[src/rtl/instruction_fetch_if.sv]
// Program memory bus between instruction_fetch (master) and the program ROM (slave).
// The address is combinational from the fetch unit; the ROM returns its word in the same cycle.
interface instruction_fetch_if;
    logic [12:0] pmem_addr;
    logic [13:0] pmem_data;

    modport master (
        output pmem_addr,
        input  pmem_data
    );

    modport slave (
        input  pmem_addr,
        output pmem_data
    );
endinterface

[src/rtl/instruction_fetch.sv]
// Instruction fetch: program counter, instruction register, branch flush and circular return stack.
// Define STACK_STATUS_EN to add sticky stack overflow/underflow flags and their clear input.
module instruction_fetch #(
    parameter logic [12:0] RESET_VECTOR = 13'h0000,
    parameter int          STACK_DEPTH  = 8
) (
    input  logic                 clk,
    input  logic                 rst,
    instruction_fetch_if.master  pmem,
    output logic [13:0]          instr_current,
    output logic [12:0]          pc,
    input  logic                 instr_rd_en,
    input  logic                 incr_pc_en,
    input  logic                 pc_load_en,
    input  logic [10:0]          pc_load_target,
    input  logic [4:0]           pclath,
    input  logic                 pcl_wr_en,
    input  logic [7:0]           pcl_wr_data,
    input  logic                 stack_push,
    input  logic                 stack_pop,
    input  logic                 flush
`ifdef STACK_STATUS_EN
    ,
    input  logic                 stack_status_clr,
    output logic                 stack_overflow,
    output logic                 stack_underflow
`endif
);

    localparam int          PTR_W = (STACK_DEPTH > 1) ? $clog2(STACK_DEPTH) : 1;
    localparam logic [13:0] NOP   = 14'h0000;

    logic [12:0]      stack_mem [STACK_DEPTH];
    logic [PTR_W-1:0] sp;
    logic [PTR_W-1:0] sp_dec;
    logic             flush_pending;
    logic             do_push;
    logic             incr_ok;
    logic [12:0]      pc_next;

    assign pmem.pmem_addr = pc;
    assign sp_dec         = sp - PTR_W'(1);

    // A pop in the same cycle as a push wins; the push is dropped entirely.
    assign do_push = stack_push & ~stack_pop;

    // The forced-NOP latch must not advance pc, or the branch target word would be skipped.
    assign incr_ok = incr_pc_en & ~(flush_pending & instr_rd_en);

    always_comb begin
        // NOTE: assigning a default first keeps this block free of inferred latches.
        pc_next = pc;
        if (stack_pop)
            pc_next = stack_mem[sp_dec];
        else if (pc_load_en)
            pc_next = {pclath[4:3], pc_load_target};
        else if (pcl_wr_en)
            pc_next = {pclath, pcl_wr_data};
        else if (incr_ok)
            pc_next = pc + 13'd1;
    end

    always_ff @(posedge clk) begin
        if (rst) begin
            pc            <= RESET_VECTOR;
            instr_current <= NOP;
            sp            <= '0;
            flush_pending <= 1'b0;
        end else begin
            pc <= pc_next;

            if (instr_rd_en)
                instr_current <= flush_pending ? NOP : pmem.pmem_data;

            if (flush)
                flush_pending <= 1'b1;
            else if (instr_rd_en)
                flush_pending <= 1'b0;

            if (stack_pop)
                sp <= sp_dec;
            else if (do_push)
                sp <= sp + PTR_W'(1);
        end
    end

    // NOTE: the stack array is deliberately not reset; an entry is meaningful only once pushed.
    always_ff @(posedge clk) begin
        if (!rst && do_push)
            stack_mem[sp] <= pc;
    end

`ifdef STACK_STATUS_EN
    localparam int               CNT_W = $clog2(STACK_DEPTH + 1);
    localparam logic [CNT_W-1:0] FULL  = CNT_W'(STACK_DEPTH);

    logic [CNT_W-1:0] occupancy;
    logic             overflow_set;
    logic             underflow_set;

    assign overflow_set  = do_push & (occupancy == FULL);
    assign underflow_set = stack_pop & (occupancy == '0);

    // Occupancy saturates at both ends so the flags keep meaning after a wrap.
    always_ff @(posedge clk) begin
        if (rst) begin
            occupancy       <= '0;
            stack_overflow  <= 1'b0;
            stack_underflow <= 1'b0;
        end else begin
            if (stack_pop && !underflow_set)
                occupancy <= occupancy - CNT_W'(1);
            else if (do_push && !overflow_set)
                occupancy <= occupancy + CNT_W'(1);

            if (stack_status_clr) begin
                stack_overflow  <= 1'b0;
                stack_underflow <= 1'b0;
            end else begin
                if (overflow_set)
                    stack_overflow <= 1'b1;
                if (underflow_set)
                    stack_underflow <= 1'b1;
            end
        end
    end
`endif

endmodule

[src/flat_wrapper.sv]
// flat-port wrapper written by rule: the top's interface ports become plain ports
module instruction_fetch_flat 
#(
    parameter logic [12:0] RESET_VECTOR = 13'h0000,
    parameter int          STACK_DEPTH  = 8
)
  (clk, rst, instr_current, pc, instr_rd_en, incr_pc_en, pc_load_en, pc_load_target, pclath, pcl_wr_en, pcl_wr_data, stack_push, stack_pop, flush, pmem_pmem_addr, pmem_pmem_data);
  instruction_fetch_if pmem_i ();
  input  logic clk;
  input  logic rst;
  output logic [13:0] instr_current;
  output logic [12:0] pc;
  input  logic instr_rd_en;
  input  logic incr_pc_en;
  input  logic pc_load_en;
  input  logic [10:0] pc_load_target;
  input  logic [4:0] pclath;
  input  logic pcl_wr_en;
  input  logic [7:0] pcl_wr_data;
  input  logic stack_push;
  input  logic stack_pop;
  input  logic flush;
  output wire logic [$bits(pmem_i.pmem_addr)-1:0] pmem_pmem_addr;
  input wire logic [$bits(pmem_i.pmem_data)-1:0] pmem_pmem_data;
  assign pmem_pmem_addr = pmem_i.pmem_addr;
  assign pmem_i.pmem_data = pmem_pmem_data;
  instruction_fetch #(.RESET_VECTOR(RESET_VECTOR), .STACK_DEPTH(STACK_DEPTH)) u_core (.clk(clk), .rst(rst), .pmem(pmem_i), .instr_current(instr_current), .pc(pc), .instr_rd_en(instr_rd_en), .incr_pc_en(incr_pc_en), .pc_load_en(pc_load_en), .pc_load_target(pc_load_target), .pclath(pclath), .pcl_wr_en(pcl_wr_en), .pcl_wr_data(pcl_wr_data), .stack_push(stack_push), .stack_pop(stack_pop), .flush(flush));
endmodule
[config.mk]
export PLATFORM = sky130hd
export DESIGN_NAME = instruction_fetch_flat
export DESIGN_NICKNAME = d
export VERILOG_FILES = /design/src/rtl/instruction_fetch_if.sv /design/src/rtl/instruction_fetch.sv /design/src/flat_wrapper.sv
export SDC_FILE = /design/constraint.sdc
export NUM_CORES = 1
export LEC_CHECK = 0
export BUFFER_PORTS_ARGS = -buffer_cell sky130_fd_sc_hd__clkbuf_2
export CORE_MARGIN = 3
export CORE_UTILIZATION = 40
export CTS_BUF_LIST = sky130_fd_sc_hd__clkbuf_2 sky130_fd_sc_hd__clkbuf_4 sky130_fd_sc_hd__clkbuf_8
export CTS_CLUSTER_SIZE = 10
export DETAILED_ROUTE_END_ITERATION = 8
export PLACE_DENSITY_LB_ADDON = 0.1
export SLEW_MARGIN = 20
export SYNTH_ARGS = -nofsm -noshare
export SYNTH_HDL_FRONTEND = slang
export SYNTH_SLANG_ARGS = --single-unit
[constraint.sdc]
create_clock -name clk -period 3.7 [get_ports clk]
set_input_delay 0.37 -clock clk [delete_from_list [all_inputs] [get_ports clk]]
set_output_delay 0.37 -clock clk [all_outputs]
set_load 0.1 [all_outputs]
==> metrics.cfg <==
[critical_path]
r2r_end = u_core.pc[12]
rr_worst_depth = 7
slowest_stage = ha_1
rrSetupSlack_ns = 1.08
cp-start-kind = register
arrival_ns = 2.98
crit_end = u_core.pc[12]
worstSetupPathType = reg2reg
max_stage_delay_ns = 0.89
rr_startpoint = u_core.sp[0]
crit_start = u_core.sp[0]
critPathMaxFanout = 17
critPathCaptureType = register
path_cells = clkinv_1, ha_1, buf_4, mux4_2, mux2i_1, o21ai_0, a31o_2
cp_data_required_time_ns = 4.06

[logic_synthesis]
synthArstFlopShare = 0
synth.avg_cell_area_um2 = 13.9
synth_nets = 465
yosysSeqAreaShare = 0.648
synth-edff-count = 104
synth-main-ff-cell = edfxtp_1
synthCells = 415
yosysWarningCount = 0
synth_cell_types = 51
syn-cell-area_mm2 = 0.00578
ys_ff_latch = 135

[clocking]
cts-buffers-inserted = 17
cts_resized = 0
numClockSinks = 135
clk_pin_slew_ns = 0.08
clock_latency_ns = 0.47
cts_tree = done
cts_setup_buffers = 0
clockBufferDepth = 2
htreeDepth = 4
cts_root_buffer = clkbuf_8
cts_hold_buffers = 0

[timing]
setup_viol = 0
finalCriticalPeriod_ns = 2.62
clock.fmax_mhz = 382
rsz0062_at_grt = no
finalMaxSlewViolations = 0
relSlewSlack = 0.384
timing.hold.ws_ns = 0.139
worst_pin_slew_ns = 0.921
setup_ws_ns = 1.08
clock_skew_ns = 0.0149
hold_viol = 0
finalSetupTns_ns = 0
finalCritPeriodShare = 0.707

[place]
place_inst = 666
gp_congestion = 0.831
hpwl_mm = 10.3
placed_area_mm2 = 0.00639
numPortBuffers = 86
dpl_worst_slack_ns = 1.05

[hold_path]
hold_class = in2reg

[global_routing]
antenna_found_initial = 0
grt_pass1_wl_mm = 23.2
grt_max_degree = 31
grt_pass1_vias = 3783
grt-ovfl-total = 0
gr-usage-all-layers = 0.197

[routing]
drc = 0
ant_nets = 0
first_pass_iters = 7
drt-total-wl_mm = 15.1
drtIter0Drc = 452
vias = 3892
viasPerCell = 5.58
wl_per_cell_um = 21.6

[layout]
nets = 555
stdcell_area_mm2 = 0.00685
diodes = 0
drive_gt1_frac = 0.305
layout.cells.most_common_list = 104 x edfxtp_1, 86 x clkbuf_2, 39 x nor2_1
utilization = 0.489
final_common_cell = edfxtp_1
area_delta_synth_final_pct = 18.5
stdcell_count = 698

[floorplan]
io_pins = 87
die_x_um = 126
die_height_um = 126
fp.coreArea_mm2 = 0.0140
start_util = 0.413
std_cell_rows = 43
die-area_mm2 = 0.0159

[run_status]
status = finished, final reports clean

[power]
p_leak_nw = 2.59
p_total_mw = 4.14
p_per_area_mw_per_mm2 = 605
peakVddDrop_mv = 0.382

[flow_run]
cap_violations = 0

[cell usage after synthesis (2+ instances only)]
cell type	count	area share
edfxtp_1	104	0.54
nor2_1	39	0.025
nand2_1	34	0.022
dfxtp_1	31	0.11
a22oi_1	20	0.026
a21oi_1	15	0.013
nand3_1	15	0.013
buf_4	14	0.018
mux4_2	13	0.051
clkbuf_1	12	0.0078
mux2i_1	12	0.021
o21ai_0	9	0.0078
inv_1	8	0.0052
nor3_1	8	0.0069
mux4_1	7	0.032
nand4_1	6	0.0065
xnor2_1	6	0.0091
o22ai_1	5	0.0054
xor2_1	5	0.0076
a31oi_1	4	0.0043
buf_2	4	0.0035
a221oi_1	3	0.0045
buf_1	3	0.0019
ha_1	3	0.0065
o211ai_1	3	0.0039
and2_1	2	0.0022
and3_1	2	0.0022
clkinv_1	2	0.0013
nand2b_1	2	0.0022
nor2b_1	2	0.0022
o22a_1	2	0.0030
[worst min path at each step]
stage                            startpoint                  endpoint  cells after the start
finish                   pmem_pmem_data[11]  u_core.instr_current[11]                      3
global route             pmem_pmem_data[10]  u_core.instr_current[10]                      3
CTS                       pmem_pmem_data[2]   u_core.instr_current[2]                      3
detailed placement  u_core.instr_current[9]   u_core.instr_current[9]                      2
global placement    u_core.instr_current[4]   u_core.instr_current[4]                      2
floorplan              u_core.flush_pending      u_core.flush_pending                      2
[state kept, by name (all words and copies together), names as in the netlist]
name                  count
u_core.flush_pending      1
u_core.instr_current     14
u_core.stack_mem        104
u_core.sp                 3
u_core.pc                13
[kinds of logic (layout without fill, tap and decap cells)]
group | count (synthesis) | count (layout) | share of synthesized area
DFF | 135 | 135 | 0.648
and+or+nand+nor | 114 | 114 | 0.0884
AOI/OAI and AO/OA | 74 | 74 | 0.0890
buffers and inverters | 45 | 148 | 0.0433
muxes | 32 | 32 | 0.103
xor gates and xnor gates | 12 | 12 | 0.0214
adders and majority gates | 3 | 3 | 0.00650
[critical path, delay by kind of cell, from the launching register on]
kind / cells / cell delay (ns)
AOI/OAI and AO/OA: 2 / 0.31
DFF: 1 / 0.33
adders and majority gates: 1 / 0.89
muxes: 2 / 0.44
buffers and inverters: 2 / 0.55
[metal layers]
metal | track usage | share of wire | vias to the layer above
li1 | - | - | 1765
met1 | 0.288 | 0.45 | 1914
met2 | 0.289 | 0.45 | 200
met3 | 0.0628 | 0.096 | 13
met4 | 0.0492 | 0.0091 | 0
met5 | 0 | 0 | -
[layout make-up]
cell class | instances | area (um^2)
clock buffers | 19 | 255
clock inverters | 13 | 201
fillers | 1244 | 7140
inverters | 10 | 37.5
multi-input cells | 235 | 1800
flip-flops and latches | 135 | 3740
well taps | 180 | 225
repair buffers | 106 | 584
[power by group]
part | total (mW) | switching (mW) | internal, mW
Sequential | 1.79 | 0.0691 | 1.72
Combinational | 0.966 | 0.705 | 0.261
Clock | 1.39 | 0.567 | 0.823
Power figures use the tool's default switching activity.
